File: src/rtl/impresora_pkg.sv
// Shared types for the printer/scanner job scheduler.
package impresora_pkg;

    // Job-sequencer states.
    typedef enum logic [2:0] {
        StIdle,
        StScan,
        StPrint,
        StWaitInk,
        StDone
    } estado_t;

    // One queued job: {tipo, color, paginas}.
    typedef struct packed {
        logic       tipo;
        logic       color;
        logic [1:0] paginas;
    } trabajo_t;

    localparam logic TIPO_ESCANEO   = 1'b0;
    localparam logic TIPO_IMPRESION = 1'b1;

endpackage

File: src/rtl/fifo_trabajos.sv
// Job FIFO: up to two pushes per cycle (a before b) and one pop, first-word fall-through.
module fifo_trabajos #(
    parameter int unsigned DEPTH = 4,
    parameter int unsigned WIDTH = 4
) (
    input  logic                   clk_i,
    input  logic                   reset_i,
    input  logic                   push_a_i,
    input  logic [WIDTH-1:0]       data_a_i,
    input  logic                   push_b_i,
    input  logic [WIDTH-1:0]       data_b_i,
    input  logic                   pop_i,
    output logic [WIDTH-1:0]       rd_data_o,
    output logic [$clog2(DEPTH):0] count_o,
    output logic                   full_o,
    output logic                   empty_o
);

    localparam int unsigned AW = $clog2(DEPTH);
    localparam int unsigned CW = AW + 1;

    logic [WIDTH-1:0] mem_q [DEPTH];
    logic [WIDTH-1:0] mem_d [DEPTH];
    logic [AW-1:0]    wptr_q, wptr_d;
    logic [AW-1:0]    rptr_q, rptr_d;
    logic [CW-1:0]    count_q, count_d;
    logic             do_pop;

    // Next-state: writes land in order at the write pointer; caller guarantees space.
    always_comb begin
        mem_d   = mem_q;
        wptr_d  = wptr_q;
        rptr_d  = rptr_q;
        do_pop  = pop_i && (count_q != '0);
        if (push_a_i) begin
            mem_d[wptr_d] = data_a_i;
            wptr_d        = wptr_d + 1'b1;
        end
        if (push_b_i) begin
            mem_d[wptr_d] = data_b_i;
            wptr_d        = wptr_d + 1'b1;
        end
        if (do_pop) begin
            rptr_d = rptr_q + 1'b1;
        end
        count_d = count_q + CW'(push_a_i) + CW'(push_b_i) - CW'(do_pop);
    end

    // Storage and pointer registers.
    always_ff @(posedge clk_i or posedge reset_i) begin
        if (reset_i) begin
            for (int i = 0; i < int'(DEPTH); i++) begin
                mem_q[i] <= '0;
            end
            wptr_q  <= '0;
            rptr_q  <= '0;
            count_q <= '0;
        end else begin
            mem_q   <= mem_d;
            wptr_q  <= wptr_d;
            rptr_q  <= rptr_d;
            count_q <= count_d;
        end
    end

    assign rd_data_o = mem_q[rptr_q];
    assign count_o   = count_q;
    assign full_o    = (count_q == CW'(DEPTH));
    assign empty_o   = (count_q == '0);

endmodule

File: src/rtl/cola_trabajos.sv
// Printer/scanner job scheduler: request capture, arbitration, job sequencing, ink tracking.
module cola_trabajos
    import impresora_pkg::*;
#(
    parameter int unsigned DEPTH       = 4,
    parameter int unsigned SCAN_CYCLES = 6,
    parameter int unsigned PAGE_CYCLES = 4,
    parameter int unsigned INK_MAX     = 7
) (
    input  logic       clk,
    input  logic       reset,
    input  logic       prendido,
    input  logic       imprimir,
    input  logic       escanear,
    input  logic       color,
    input  logic [1:0] paginas,
    input  logic       rellenar_color,
    input  logic       rellenar_negro,
    output logic       esc_escaner,
    output logic       imp_color,
    output logic       imp_negro,
    output logic       fin_color,
    output logic       fin_negro,
    output logic       lleno,
    output logic       rechazo,
    output logic       trabajo_fin,
    output logic [2:0] paginas_rest
);

    localparam int unsigned IW      = $clog2(INK_MAX + 1);
    localparam int unsigned CNT_MAX = (SCAN_CYCLES > PAGE_CYCLES) ? SCAN_CYCLES : PAGE_CYCLES;
    localparam int unsigned CNT_W   = $clog2(CNT_MAX) + 1;
    localparam int unsigned FCW     = $clog2(DEPTH) + 1;

    estado_t          estado_q, estado_d;
    logic [CNT_W-1:0] cnt_q, cnt_d;
    logic [2:0]       pag_q, pag_d;
    logic             col_q, col_d;
    logic [IW-1:0]    ink_c_q, ink_c_d;
    logic [IW-1:0]    ink_n_q, ink_n_d;
    logic             rechazo_q, rechazo_d;

    trabajo_t         cabeza;
    trabajo_t         ent_scan, ent_print;
    logic [FCW-1:0]   f_count;
    logic             f_full, f_empty;
    logic             pop, push_scan, push_print;
    logic             fin_pagina;
    int               libres;

    assign ent_scan  = '{tipo: TIPO_ESCANEO, color: 1'b0, paginas: 2'b00};
    assign ent_print = '{tipo: TIPO_IMPRESION, color: color, paginas: paginas};

    fifo_trabajos #(
        .DEPTH (DEPTH),
        .WIDTH ($bits(trabajo_t))
    ) u_fifo (
        .clk_i     (clk),
        .reset_i   (reset),
        .push_a_i  (push_scan),
        .data_a_i  (ent_scan),
        .push_b_i  (push_print),
        .data_b_i  (ent_print),
        .pop_i     (pop),
        .rd_data_o (cabeza),
        .count_o   (f_count),
        .full_o    (f_full),
        .empty_o   (f_empty)
    );

    assign fin_pagina = (estado_q == StPrint) && (cnt_q == CNT_W'(PAGE_CYCLES - 1));

    // Arbitration: a slot freed by this cycle's pop is usable; scan claims space before print.
    always_comb begin
        libres     = int'(DEPTH) - int'(f_count) + (pop ? 1 : 0);
        push_scan  = prendido && escanear && (libres >= 1);
        push_print = prendido && imprimir && (libres >= (push_scan ? 2 : 1));
        rechazo_d  = prendido && ((escanear && !push_scan) || (imprimir && !push_print));
    end

    // Ink levels: one unit per finished page, saturating at zero; a refill overrides.
    always_comb begin
        ink_c_d = ink_c_q;
        ink_n_d = ink_n_q;
        if (fin_pagina && col_q && (ink_c_q != '0)) begin
            ink_c_d = ink_c_q - 1'b1;
        end
        if (fin_pagina && !col_q && (ink_n_q != '0)) begin
            ink_n_d = ink_n_q - 1'b1;
        end
        if (rellenar_color) begin
            ink_c_d = IW'(INK_MAX);
        end
        if (rellenar_negro) begin
            ink_n_d = IW'(INK_MAX);
        end
    end

    // Job sequencer; page-start ink checks look at the post-edge level so a same-cycle
    // refill avoids a needless stall.
    always_comb begin
        estado_d = estado_q;
        cnt_d    = cnt_q;
        pag_d    = pag_q;
        col_d    = col_q;
        pop      = 1'b0;
        unique case (estado_q)
            StIdle: begin
                if (prendido && !f_empty) begin
                    pop   = 1'b1;
                    cnt_d = '0;
                    if (cabeza.tipo == TIPO_ESCANEO) begin
                        estado_d = StScan;
                    end else begin
                        col_d    = cabeza.color;
                        pag_d    = {1'b0, cabeza.paginas} + 3'd1;
                        estado_d = ((cabeza.color ? ink_c_d : ink_n_d) == '0) ? StWaitInk
                                                                               : StPrint;
                    end
                end
            end
            StScan: begin
                if (cnt_q == CNT_W'(SCAN_CYCLES - 1)) begin
                    cnt_d    = '0;
                    estado_d = StDone;
                end else begin
                    cnt_d = cnt_q + 1'b1;
                end
            end
            StPrint: begin
                if (fin_pagina) begin
                    cnt_d = '0;
                    pag_d = pag_q - 3'd1;
                    if (pag_q == 3'd1) begin
                        estado_d = StDone;
                    end else if ((col_q ? ink_c_d : ink_n_d) == '0) begin
                        estado_d = StWaitInk;
                    end
                end else begin
                    cnt_d = cnt_q + 1'b1;
                end
            end
            StWaitInk: begin
                if (col_q ? rellenar_color : rellenar_negro) begin
                    cnt_d    = '0;
                    estado_d = StPrint;
                end
            end
            StDone: begin
                estado_d = StIdle;
            end
            default: begin
                estado_d = StIdle;
            end
        endcase
    end

    // State registers; reset leaves both cartridges full.
    always_ff @(posedge clk or posedge reset) begin
        if (reset) begin
            estado_q  <= StIdle;
            cnt_q     <= '0;
            pag_q     <= '0;
            col_q     <= 1'b0;
            ink_c_q   <= IW'(INK_MAX);
            ink_n_q   <= IW'(INK_MAX);
            rechazo_q <= 1'b0;
        end else begin
            estado_q  <= estado_d;
            cnt_q     <= cnt_d;
            pag_q     <= pag_d;
            col_q     <= col_d;
            ink_c_q   <= ink_c_d;
            ink_n_q   <= ink_n_d;
            rechazo_q <= rechazo_d;
        end
    end

    assign esc_escaner  = (estado_q == StScan);
    assign imp_color    = (estado_q == StPrint) && col_q;
    assign imp_negro    = (estado_q == StPrint) && !col_q;
    assign fin_color    = (ink_c_q == '0);
    assign fin_negro    = (ink_n_q == '0);
    assign lleno        = f_full;
    assign rechazo      = rechazo_q;
    assign trabajo_fin  = (estado_q == StDone);
    assign paginas_rest = pag_q;

endmodule

File: config.mk
export PLATFORM = sky130hd
export DESIGN_NAME = cola_trabajos
export DESIGN_NICKNAME = d
export VERILOG_FILES = /design/src/rtl/impresora_pkg.sv /design/src/rtl/fifo_trabajos.sv /design/src/rtl/cola_trabajos.sv
export SDC_FILE = /design/constraint.sdc
export NUM_CORES = 1
export LEC_CHECK = 0
export ABC_CLOCK_PERIOD_IN_PS = 8000
export CAP_MARGIN = 0
export CORE_MARGIN = 2
export CORE_UTILIZATION = 45
export CTS_BUF_LIST = sky130_fd_sc_hd__clkbuf_8
export DETAILED_ROUTE_END_ITERATION = 6
export PLACE_DENSITY = 0.68
export RECOVER_POWER = 100
export SLEW_MARGIN = 20
export SYNTH_ARGS = -nofsm -noshare
export SYNTH_HDL_FRONTEND = slang
export SYNTH_SLANG_ARGS = --single-unit
File: constraint.sdc
create_clock -name clk -period 8 [get_ports clk]
set_clock_uncertainty 0.1 [all_clocks]
set_input_delay 1.6 -clock clk [delete_from_list [all_inputs] [get_ports clk]]
set_output_delay 1.6 -clock clk [all_outputs]
set_load 0.02 [all_outputs]
### After elaboration in Yosys (flattened, before gate mapping)

Index checks and enable logic that the tools add are counted.

| storage, ports and cells | value |
|---|---|
| bits in registers | 41 |
| output and inout port bits | 11 |

| operators by class | value |
|---|---|
| add/sub/neg operators | 13 |
| order comparisons | 7 |
| equality and inequality tests | 14 |
| multiplexer cells | 41 |
| bitwise operators | 5 |
| reduce and logical (&&, ||, !) cells | 38 |

Operator list:

| operator | count |
|---|---|
| 3-bit two-way mux | 15 |
| 16-bit two-way mux | 2 |
| 4-bit two-way mux | 8 |
| 1-bit logical AND | 18 |
| 3-bit logical NOT | 6 |
| 16-bit bitwise AND | 1 |
| 16-bit bitwise mux | 1 |
| 4-bit demux with 2-bit select | 2 |
| 16-bit inverter | 1 |
| 4-bit one-hot mux with 4 select lines | 1 |
| 3-bit one-hot mux with 4 select lines | 1 |
| 3-bit >= comparator, second input constant | 3 |
| 2-bit inverter with 3-bit output | 3 |
| 3-bit nonzero test | 3 |
| 3-bit by 1-bit subtractor with 3-bit output, second input constant | 3 |
| 4-bit binary-select mux with 2-bit select | 1 |
| 2-bit two-way mux | 4 |
| 2-bit != test, second input constant | 4 |
| 2-bit by 1-bit adder with 2-bit output, second input constant | 3 |
| 3-bit by 1-bit adder with 3-bit output | 2 |
| 3-bit by 1-bit == test with 1-bit output, second input constant | 2 |
| 3-bit by 2-bit == test with 1-bit output, second input constant | 2 |
| 3-bit == test, second input constant | 2 |
| 3-bit by 1-bit less-than comparator with 1-bit output, second input constant | 2 |
| other kinds (20) | 28 |

### Longest topological paths before layout

Gate-level depths: netlist of the first run.

| logic depth | value |
|---|---|
| depth after elaboration | 17 |
| gate-level depth with buffers | 23 |
| gate-level depth less buffers | 21 |

### Hierarchy

From an unflattened synthesis of the first run, not the netlist that was laid out.

| second synthesis, totals | value |
|---|---|
| cells, all modules | 317 |
| area total of the unflattened synthesis | 3,057.9 um2 |

By module, submodules not included:

| module | instances | cells each | area each (um2) | seq. area each (um2) |
|---|---|---|---|---|
| cola_trabajos | 1 | 178 | 1,534.0 | 457.9 |
| fifo_trabajos | 1 | 139 | 1,524.0 | 575.6 |

### Least setup slack after synthesis of the first run

No wires, ideal clock.

| timing path | value |
|---|---|
| path type | input port to flip-flop |
| start | input prendido |
| end | register u_fifo.count_q[2], in the netlist u_fifo.count_o[2] |
| setup time | 0.122 ns |
| data arrival time | 5.067 ns |
| required time | 7.778 ns |
| setup slack | 2.711 ns |
| stages on the path | 20 |
| path buffers | 2 |
| cell sequence | nand2b_1 -> nor3_1 -> ha_1 -> ha_1 -> nor2b_1 -> o311ai_1 -> a41oi_2 -> buf_2 -> inv_1 -> ha_1 -> nand2b_1 -> a21oi_1 -> a41oi_1 -> buf_2 -> inv_1 -> ha_1 -> inv_1 -> fa_1 -> fa_1 -> xor2_1 |

| on the way | value |
|---|---|
| longest elaborated chain between the ends | 12 |
| elaborated cells on any way between the ends | 16 |
| classes of those cells | 4 x add/sub; 2 x order compare; 4 x mux; 6 x reduce/logical |

Ends and longest elaborated chain:

| item | RTL line | source |
|---|---|---|
| start, declared | cola_trabajos.sv:12 | `input logic prendido,` |
| 1-bit logical AND | cola_trabajos.sv:109 | `if (prendido && !f_empty) begin` |
| 1-bit two-way mux | cola_trabajos.sv:109 |  |
| 1-bit two-way mux | cola_trabajos.sv:107 | `unique case (estado_q)` |
| 1-bit two-way mux | cola_trabajos.sv:75 | `libres = int'(DEPTH) - int'(f_count) + (pop ? 1 : 0);` |
| 4-bit by 2-bit adder with 5-bit output | cola_trabajos.sv:75 |  |
| 5-bit by 2-bit >= comparator with 1-bit output | cola_trabajos.sv:76 | `push_scan = prendido && escanear && (libres >= 1);` |
| 1-bit logical AND | cola_trabajos.sv:76 |  |
| 2-bit two-way mux | cola_trabajos.sv:77 | `push_print = prendido && imprimir && (libres >= (push_scan ? 2 : 1));` |
| 5-bit by 3-bit >= comparator with 1-bit output | cola_trabajos.sv:77 |  |
| 1-bit logical AND | cola_trabajos.sv:77 |  |
| 3-bit by 1-bit adder with 3-bit output | fifo_trabajos.sv:46 | `count_d = count_q + CW'(push_a_i) + CW'(push_b_i) - CW'(do_pop);` |
| 3-bit by 1-bit subtractor with 3-bit output (*) | fifo_trabajos.sv:46 |  |
| net u_fifo.count_d[2] | fifo_trabajos.sv:26 | `logic [CW-1:0] count_q, count_d;` |
| end signal, assigned | fifo_trabajos.sv:62 | `count_q <= count_d;` |
| end, declared | fifo_trabajos.sv:26 |  |

The timed path passes the listed nets; every way through them passes the cells marked *.
A chain may end at the register's enable or synchronous reset.

### Worst setup path after layout of the first run

Ends and elaborated chain as after synthesis.

==> results of run 1 <==
[registers in the layout (all words and copies together), names as in the netlist]
signal and flops:
u_fifo.mem_q 16, col_q 1, u_fifo.wptr_q 2, u_fifo.count_o 3
ink_n_q 3, u_fifo.rptr_q 2, rechazo 1, cnt_q 4
estado_q 3, ink_c_q 3, paginas_rest 3
[how the worst max path moves through the flow]
stage / slack [ns] / cells past startpoint / to
5_1_grt: 0.78 / 19 / u_fifo.count_o[2]$_DFF_PP0_
3_5_place_dp: 1.37 / 19 / u_fifo.count_o[2]$_DFF_PP0_
2_1_floorplan: 2.71 / 20 / u_fifo.count_o[2]$_DFF_PP0_
4_1_cts: 1.67 / 19 / u_fifo.count_o[2]$_DFF_PP0_
3_3_place_gp: 1.50 / 19 / u_fifo.count_o[2]$_DFF_PP0_
6_report: 1.23 / 19 / u_fifo.count_o[2]$_DFF_PP0_
[stage by stage]
step / instance area (µm²) / power (µW) / worst slack [ns]
finish: 2960 / 1090 / 1.23
global route: 2960 / 1200 / 0.778
CTS: 2990 / 1120 / 1.67
floorplan: 2660 / 841 / 2.71
global placement: 2900 / 962 / 1.50
detailed placement: 2900 / 986 / 1.37
[synth_stat cells (2+ instances only)]
master / count / area share, %
nand3_1: 4 / 0.75
a211o_1: 5 / 1.6
dfrtp_1: 35 / 33
a21oi_1: 7 / 1.3
nor2b_1: 4 / 0.94
mux2_2: 2 / 0.85
xor2_1: 3 / 0.99
a21o_1: 6 / 1.7
o2bb2ai_1: 2 / 0.66
mux2i_1: 2 / 0.75
buf_2: 3 / 0.56
a22o_1: 12 / 4.0
buf_6: 3 / 1.3
nand2b_1: 6 / 1.4
nand2_1: 16 / 2.3
o311ai_1: 2 / 0.66
mux4_2: 4 / 3.4
nor3_1: 5 / 0.94
and2_1: 6 / 1.4
a22oi_1: 5 / 1.4
o22ai_1: 2 / 0.47
dfstp_2: 6 / 5.9
o211ai_1: 2 / 0.56
nor2_1: 11 / 1.6
nor3b_1: 2 / 0.56
o21ai_0: 7 / 1.3
nor4_1: 3 / 0.71
ha_1: 26 / 12
inv_1: 28 / 4.0
xnor2_1: 5 / 1.6
fa_1: 2 / 1.5
[per-layer routing]
metal	global-route usage [%]	part of all wire (%)	vias to the layer above
met5	0	0	-
met2	28.2	48	30
met3	3.56	3.3	11
li1	-	-	952
met4	6.27	1.6	0
met1	23.0	47	933
[report_power, final]
part / total, µW / leakage, µW / switching (µW) / internal, µW
Sequential: 385 / 0.000501 / 93.2 / 292
Clock: 133 / 0.0000491 / 73.9 / 59.3
Combinational: 576 / 0.000868 / 306 / 270
Total: 1090 / 0.00142 / 473 / 621
[worst max-delay path, cell delays in order]
cell,delay [ns]
dlygate4sd3_1,0.61
nand2b_1,0.11
nor3_1,0.15
ha_1,0.20
ha_1,0.18
nor2b_1,0.17
o311ai_0,0.14
a41oi_1,0.91
inv_1,0.17
ha_1,0.32
nand2b_1,0.09
a21oi_1,0.06
a41oi_1,0.71
inv_1,0.15
ha_1,0.32
inv_1,0.04
fa_1,0.37
fa_1,0.38
xor2_1,0.16
[kinds of logic (layout without fill, tap and decap cells)]
logic type               after synthesis  after routing
XOR/XNOR                               8              8
multiplexers                           8              8
buffers and inverters                 35             57
AND/OR/NAND/NOR                       70             70
AO/OA/AOI/OAI                         62             62
adder cells (fa/ha/maj)               28             28
flip-flops                            41             41
[layout make-up]
cell class / instances / area, µm² / share of cell area (%)
multi-input cells: 176 / 1440 / 48.8
clock buffers: 5 / 68.8 / 2.33
repair buffers: 21 / 204 / 6.90
well taps: 72 / 90.1 / 3.05
inverters: 28 / 105 / 3.55
clock inverters: 3 / 13.8 / 0.465
flip-flops and latches: 41 / 1030 / 34.9
==> results.md, run 1 <==
* R2R Path End: u_fifo.count_o[2]$_DFF_PP0_
* Outcome: complete, but fails checks
* Routed via count at about 1.9k
* Final hold slack at 0.387 ns
* Pwr per Cell Area at 370 nW/µm²
* RSZ-0062 raised after global routing: no
* Kind of start point of the critical path: input pin
* R2R setup slack at 2.15 ns
* Gr usage total at 17.4%
* CP endpoint kind: flop
* H-tree levels at 2
* PortBufs at 20
* Inserted Diodes at 0
* Hold Fails Final Rpt at 0
* Total gr overflow at 0
* Clock Pin Slew Worst Setup and Hold Paths at roughly 0.08 ns
* Via density per instance at around 5.6
* Sequential share of the synthesized area at 38.9%
* CORE AREA at roughly 5600 µm²
* WHS Endpoint: u_fifo.mem_q[11]$_DFF_PP0_
* Simple-gate portion of the synthesized area at 15.9%
* Yosys warns at 0
* Commonest non-fill, non-tap cell in the layout: dfrtp_1
* Total CTS buffers at 5
* Post-Route WL at 5190 µm
* Clock buffer depth at 2
* DRC Markers at 0
* Layout Area Growth over Synthesis at 11.3%
* Seq cells post-synth at 41
* # hold bufs at CTS at 0
* Netlist Area Pre-Place at around 2700 µm²
* Maximum fanout along the worst path at 13
* Post-CTS setup buffer count at 0
* Synth Area in Compound Gates at roughly 18%
* Synthesized instance count at 252
* Leak at approximately 0.0014 µW
* Number of unique standard cell types used by synthesis at 57
* Final Max Slew Viols at 42
* Relative slew slack at -47.1%
* Worst-Skew Late Latency at 0.30 ns
* CTS root buf: clkbuf_8
* Syn Nets at 290
* CP Class: input pin to flop
* Worst-Margin Slew at between 2 and 2.5 ns
* I/O Pins at 21
* Largest family of logic cells by synthesized area: compound AO/OA/AOI/OAI gates
* Critical path arrival at 6.86 ns
* CTS tree: built
* EDFF count, synth at 0
* Synth Area in XOR/XNOR at 2.64%
* Placed insts at 338
* Clock sink count at 41
* Worst Hold Launch: u_fifo.mem_q[11]$_DFF_PP0_
* Die Height at between 80 and 90 µm
* Nets@finish at 311
* Post-CTS Resized at 0
* CP required at 8.09 ns
* HP Class: flop to flop
* Final non-filler cell total at between 300 and 400
* Pre-antenna DRT Iters at 5
* GP Congestion at 0.844
* Final setup violation count at 0
* Synthesized area per cell at roughly 11 µm²
* 1st-iter DRT viols at 125
* Primary FF master, synth: dfrtp_1
* Setup total negative slack at 0 ns
* # Max-Cap Violations at 1
* Die area at 6540 µm²
* Crit path from: prendido
* R2R cell count at 21
* Core Util, Final at 52.7%
* Avg WL per Cell at between 10 and 15 µm
* Max VDD drop at ~190 µV
* First-pass GRT wire length at around 9000 µm
* Vias in the first global route at 1,849
* Maximum number of pins on one net before global-route repair at 42
* Row count at 27
* Commonest cells after routing, fill and taps aside: dfrtp_1 (35), inv_1 (29), ha_1 (26)
* Fillers at 520
* Ys async rst share at 100%
* FF-to-FF Start: u_fifo.count_o[0]$_DFF_PP0_
* Die W at between 80 and 90 µm
* Initial core utilization at 47.4%
* Worst Hold Depth at 1
* Initial antenna violation count at 0
* Fin crit share at 84.6%
* Adder-Cell Fraction of Synth Area at 13.7%
* Failing checks: max-capacitance violations, max-slew violations
* Mux contribution to synthesized area at 4.99%
* DRT antenna net count at 0
* Layout cells sized above 1 at around a tenth
* Fin crit period at 6.77 ns
* Final HPWL DP at approximately 3900 µm
* Highest clock rate at 148 MHz
Power figures use the tool's default switching activity.
==> run 2, diff against run 1 <==
--- a/config.mk
+++ b/config.mk
@@ -5,13 +5,13 @@
 export SDC_FILE = /design/constraint.sdc
 export NUM_CORES = 1
 export LEC_CHECK = 0
-export ABC_CLOCK_PERIOD_IN_PS = 8000
+export ABC_CLOCK_PERIOD_IN_PS = 5600
 export CAP_MARGIN = 0
 export CORE_MARGIN = 2
 export CORE_UTILIZATION = 45
 export CTS_BUF_LIST = sky130_fd_sc_hd__clkbuf_8
 export DETAILED_ROUTE_END_ITERATION = 6
-export PLACE_DENSITY = 0.68
+export PLACE_DENSITY = 0.71
 export RECOVER_POWER = 100
 export SLEW_MARGIN = 20
 export SYNTH_ARGS = -nofsm -noshare
==> constraint.sdc (replaced) <==
create_clock -name clk -period 5.6 [get_ports clk]
set_clock_uncertainty 0.1 [all_clocks]
set_input_delay 1.12 -clock clk [delete_from_list [all_inputs] [get_ports clk]]
set_output_delay 1.12 -clock clk [all_outputs]
set_load 0.02 [all_outputs]
==> results.md, run 2 (same netlist as run 1, synthesis figures left out) <==
* FF+latch area at 1030 µm² (unchanged)
* CP required at 5.68 ns (-2.41 ns)
* Worst-Margin Slew at 2.23 ns (+0.0236 ns)
* CP Class: input pin to flop
* # Max-Cap Violations at 1 (unchanged)
* Inserted Diodes at 0 (unchanged)
* Die area at 6540 µm² (unchanged)
* Most flops, register: u_fifo.mem_q
* Routed via count at 1,914 (-0.62%)
* Max VDD drop at 180 µV (-4.7%)
* Area of the multi-input gates at 1440 µm² (-0.52%)
* Met1 GRT Util at 23.3% (+0.34 points)
* First-pass GRT wire length at 8950 µm (+2.1%)
* Final setup violation count at 0 (unchanged)
* WHS Endpoint: u_fifo.mem_q[11]$_DFF_PP0_
* Layout Area Growth over Synthesis at 12.9%
* Final HPWL DP at 3850 µm (-2.1%)
* CP endpoint kind: flop
* Final Max Slew Viols at 42 (unchanged)
* Row count at 27 (unchanged)
* R2R setup slack at 1.08 ns (-1.07 ns)
* Relative slew slack at -48.6% (-1.6 points)
* CORE AREA at 5610 µm² (unchanged)
* Vias in the first global route at 1,886 (+2.0%)
* FF-to-FF Start: u_fifo.count_o[0]$_DFF_PP0_
* Total CTS buffers at 5 (unchanged)
* Clock buffer depth at 2 (unchanged)
* Commonest non-fill, non-tap cell in the layout: dfrtp_1
* Worst setup margin at 0.640 ns (-0.592 ns)
* Power Total at 1620 µW (+48%)
* Sw Ratio at 41.6% (-1.6 points)
* Largest register FFs at 16 (unchanged)
* Nets@finish at 313 (+0.64%)
* Pwr per Cell Area at 540 nW/µm² (+46%)
* Post-Route WL at 5110 µm (-1.5%)
* Clock Pin Slew Worst Setup and Hold Paths at 0.08 ns (about the same)
* Via density per instance at 5.50 (-1.2%)
* DRC Markers at 0 (unchanged)
* Gr usage total at 17.7% (+0.30 points)
* Setup total negative slack at 0 ns (unchanged)
* Initial antenna violation count at 0 (unchanged)
* Pre-antenna DRT Iters at 4 (-1)
* CTS root buf: clkbuf_8
* PortBufs at 20 (unchanged)
* Worst-Skew Late Latency at 0.30 ns (about the same)
* CTS tree: built
* 1st-iter DRT viols at 108 (-14%)
* I/O Pins at 21 (unchanged)
* Outcome: complete, but fails checks
* Core Util, Final at 53.5% (+0.74 points)
* Combinational share of power at 50.8% (-1.8 points)
* Die Height at 80.9 µm (unchanged)
* Fin crit period at 4.96 ns
* R2R Path End: u_fifo.count_o[2]$_DFF_PP0_
* GR Layer Usage met3 at 3.78% (+0.22 points)
* DRT antenna net count at 0 (unchanged)
* # hold bufs at CTS at 0 (unchanged)
* Pre-CTS setup slack at 0.440 ns (-0.927 ns)
* P_int at 945 µW (+52%)
* Fin crit share at 88.6%
* Post-CTS Resized at 0 (unchanged)
* Highest clock rate at just over 200 MHz
* Sequential Power Share at 33.5% (-1.7 points)
* Fillers at 497 (-4.4%)
* Die W at 80.9 µm (unchanged)
* Worst Hold Launch: u_fifo.mem_q[11]$_DFF_PP0_
* HP Class: flop to flop
* Initial core utilization at 47.4% (unchanged)
* Hold Fails Final Rpt at 0 (unchanged)
* Clock sink count at 41 (unchanged)
* Final hold slack at 0.387 ns (-0.000558 ns)
* Largest registers: u_fifo.mem_q: 16 flops, cnt_q: 4 flops
* Met2 usage at 29.3% (+1.2 points)
* Avg WL per Cell at 14.7 µm (-2.1%)
* RSZ-0062 raised after global routing: no
* Maximum number of pins on one net before global-route repair at 42 (unchanged)
* Switch Pwr at 674 µW (+42%)
* Post-CTS setup buffer count at 0 (unchanged)
* Kind of start point of the critical path: input pin
* Failing checks: max-capacitance violations, max-slew violations
* H-tree levels at 2 (unchanged)
* GP Congestion at 0.897 (+6.3%)
* Maximum fanout along the worst path at 5 (-8)
* Critical path arrival at 5.04 ns (-1.82 ns)
* Leak at 0.00143 µW (+0.72%)
* Clock power share at 15.7% (+3.5 points)
* Commonest cells after routing, fill and taps aside: dfrtp_1 (35), inv_1 (28), ha_1 (26)
* Total gr overflow at 0 (unchanged)
* R2R cell count at 21 (unchanged)
* GRT busiest layer: met2
* Worst Hold Depth at 1 (unchanged)
* Layout cells sized above 1 at 9.78% (+0.29 points)
run 2: final cells by class:
cell class	count	area share [%]
tap	72	3.00
multi-input combinational	176	47.9
timing repair buffer	23	7.18
sequential	41	34.5
clock inverter	2	1.25
inverter	28	3.50
clock buffer	6	2.75
run 2: metal layers:
metal  part of all wire, %  vias up
met5                     0        -
met4                  0.72        0
met3                   2.2        4
met2                    49       19
met1                    48      935
li1                      -      956
run 2: worst max-delay path, cell delays in order:
cell and delay, ns:
dlygate4sd3_1 0.60, nand2b_1 0.11, nor3_1 0.15, ha_1 0.21
ha_1 0.19, nor2b_1 0.17, o311ai_0 0.17, a41oi_2 0.23
inv_1 0.09, ha_1 0.27, nand2b_1 0.09, a21oi_1 0.06
a41oi_1 0.26, inv_1 0.09, ha_1 0.27, inv_1 0.04
fa_1 0.37, fa_1 0.38, xor2_1 0.17
run 2: worst max-delay path by stage:
stage              from                     endpoint  slack, ns  depth (start not counted)
3_5_place_dp   prendido  u_fifo.count_o[2]$_DFF_PP0_       0.44                         19
3_3_place_gp   prendido  u_fifo.count_o[2]$_DFF_PP0_       0.57                         19
4_1_cts        prendido  u_fifo.count_o[2]$_DFF_PP0_       0.73                         19
2_1_floorplan  prendido  u_fifo.count_o[2]$_DFF_PP0_       0.79                         20
6_report       prendido  u_fifo.count_o[2]$_DFF_PP0_       0.64                         19
5_1_grt        prendido  u_fifo.count_o[2]$_DFF_PP0_       0.24                         19
run 2: power groups by stage:
stage / clock [µW] / sequential (µW) / combinational, µW
final: 254 / 543 / 822
after floorplan: 0 / 505 / 697
after detailed placement: 0 / 556 / 850
after global routing: 274 / 563 / 944
after global placement: 0 / 551 / 827
after CTS: 258 / 552 / 855
run 2: metrics by stage:
stage / std cells / area [µm²]
floorplan: 252 / 2660
global placement: 340 / 2920
detailed placement: 340 / 2920
CTS: 348 / 3040
global route: 348 / 3000
finish: 348 / 3000
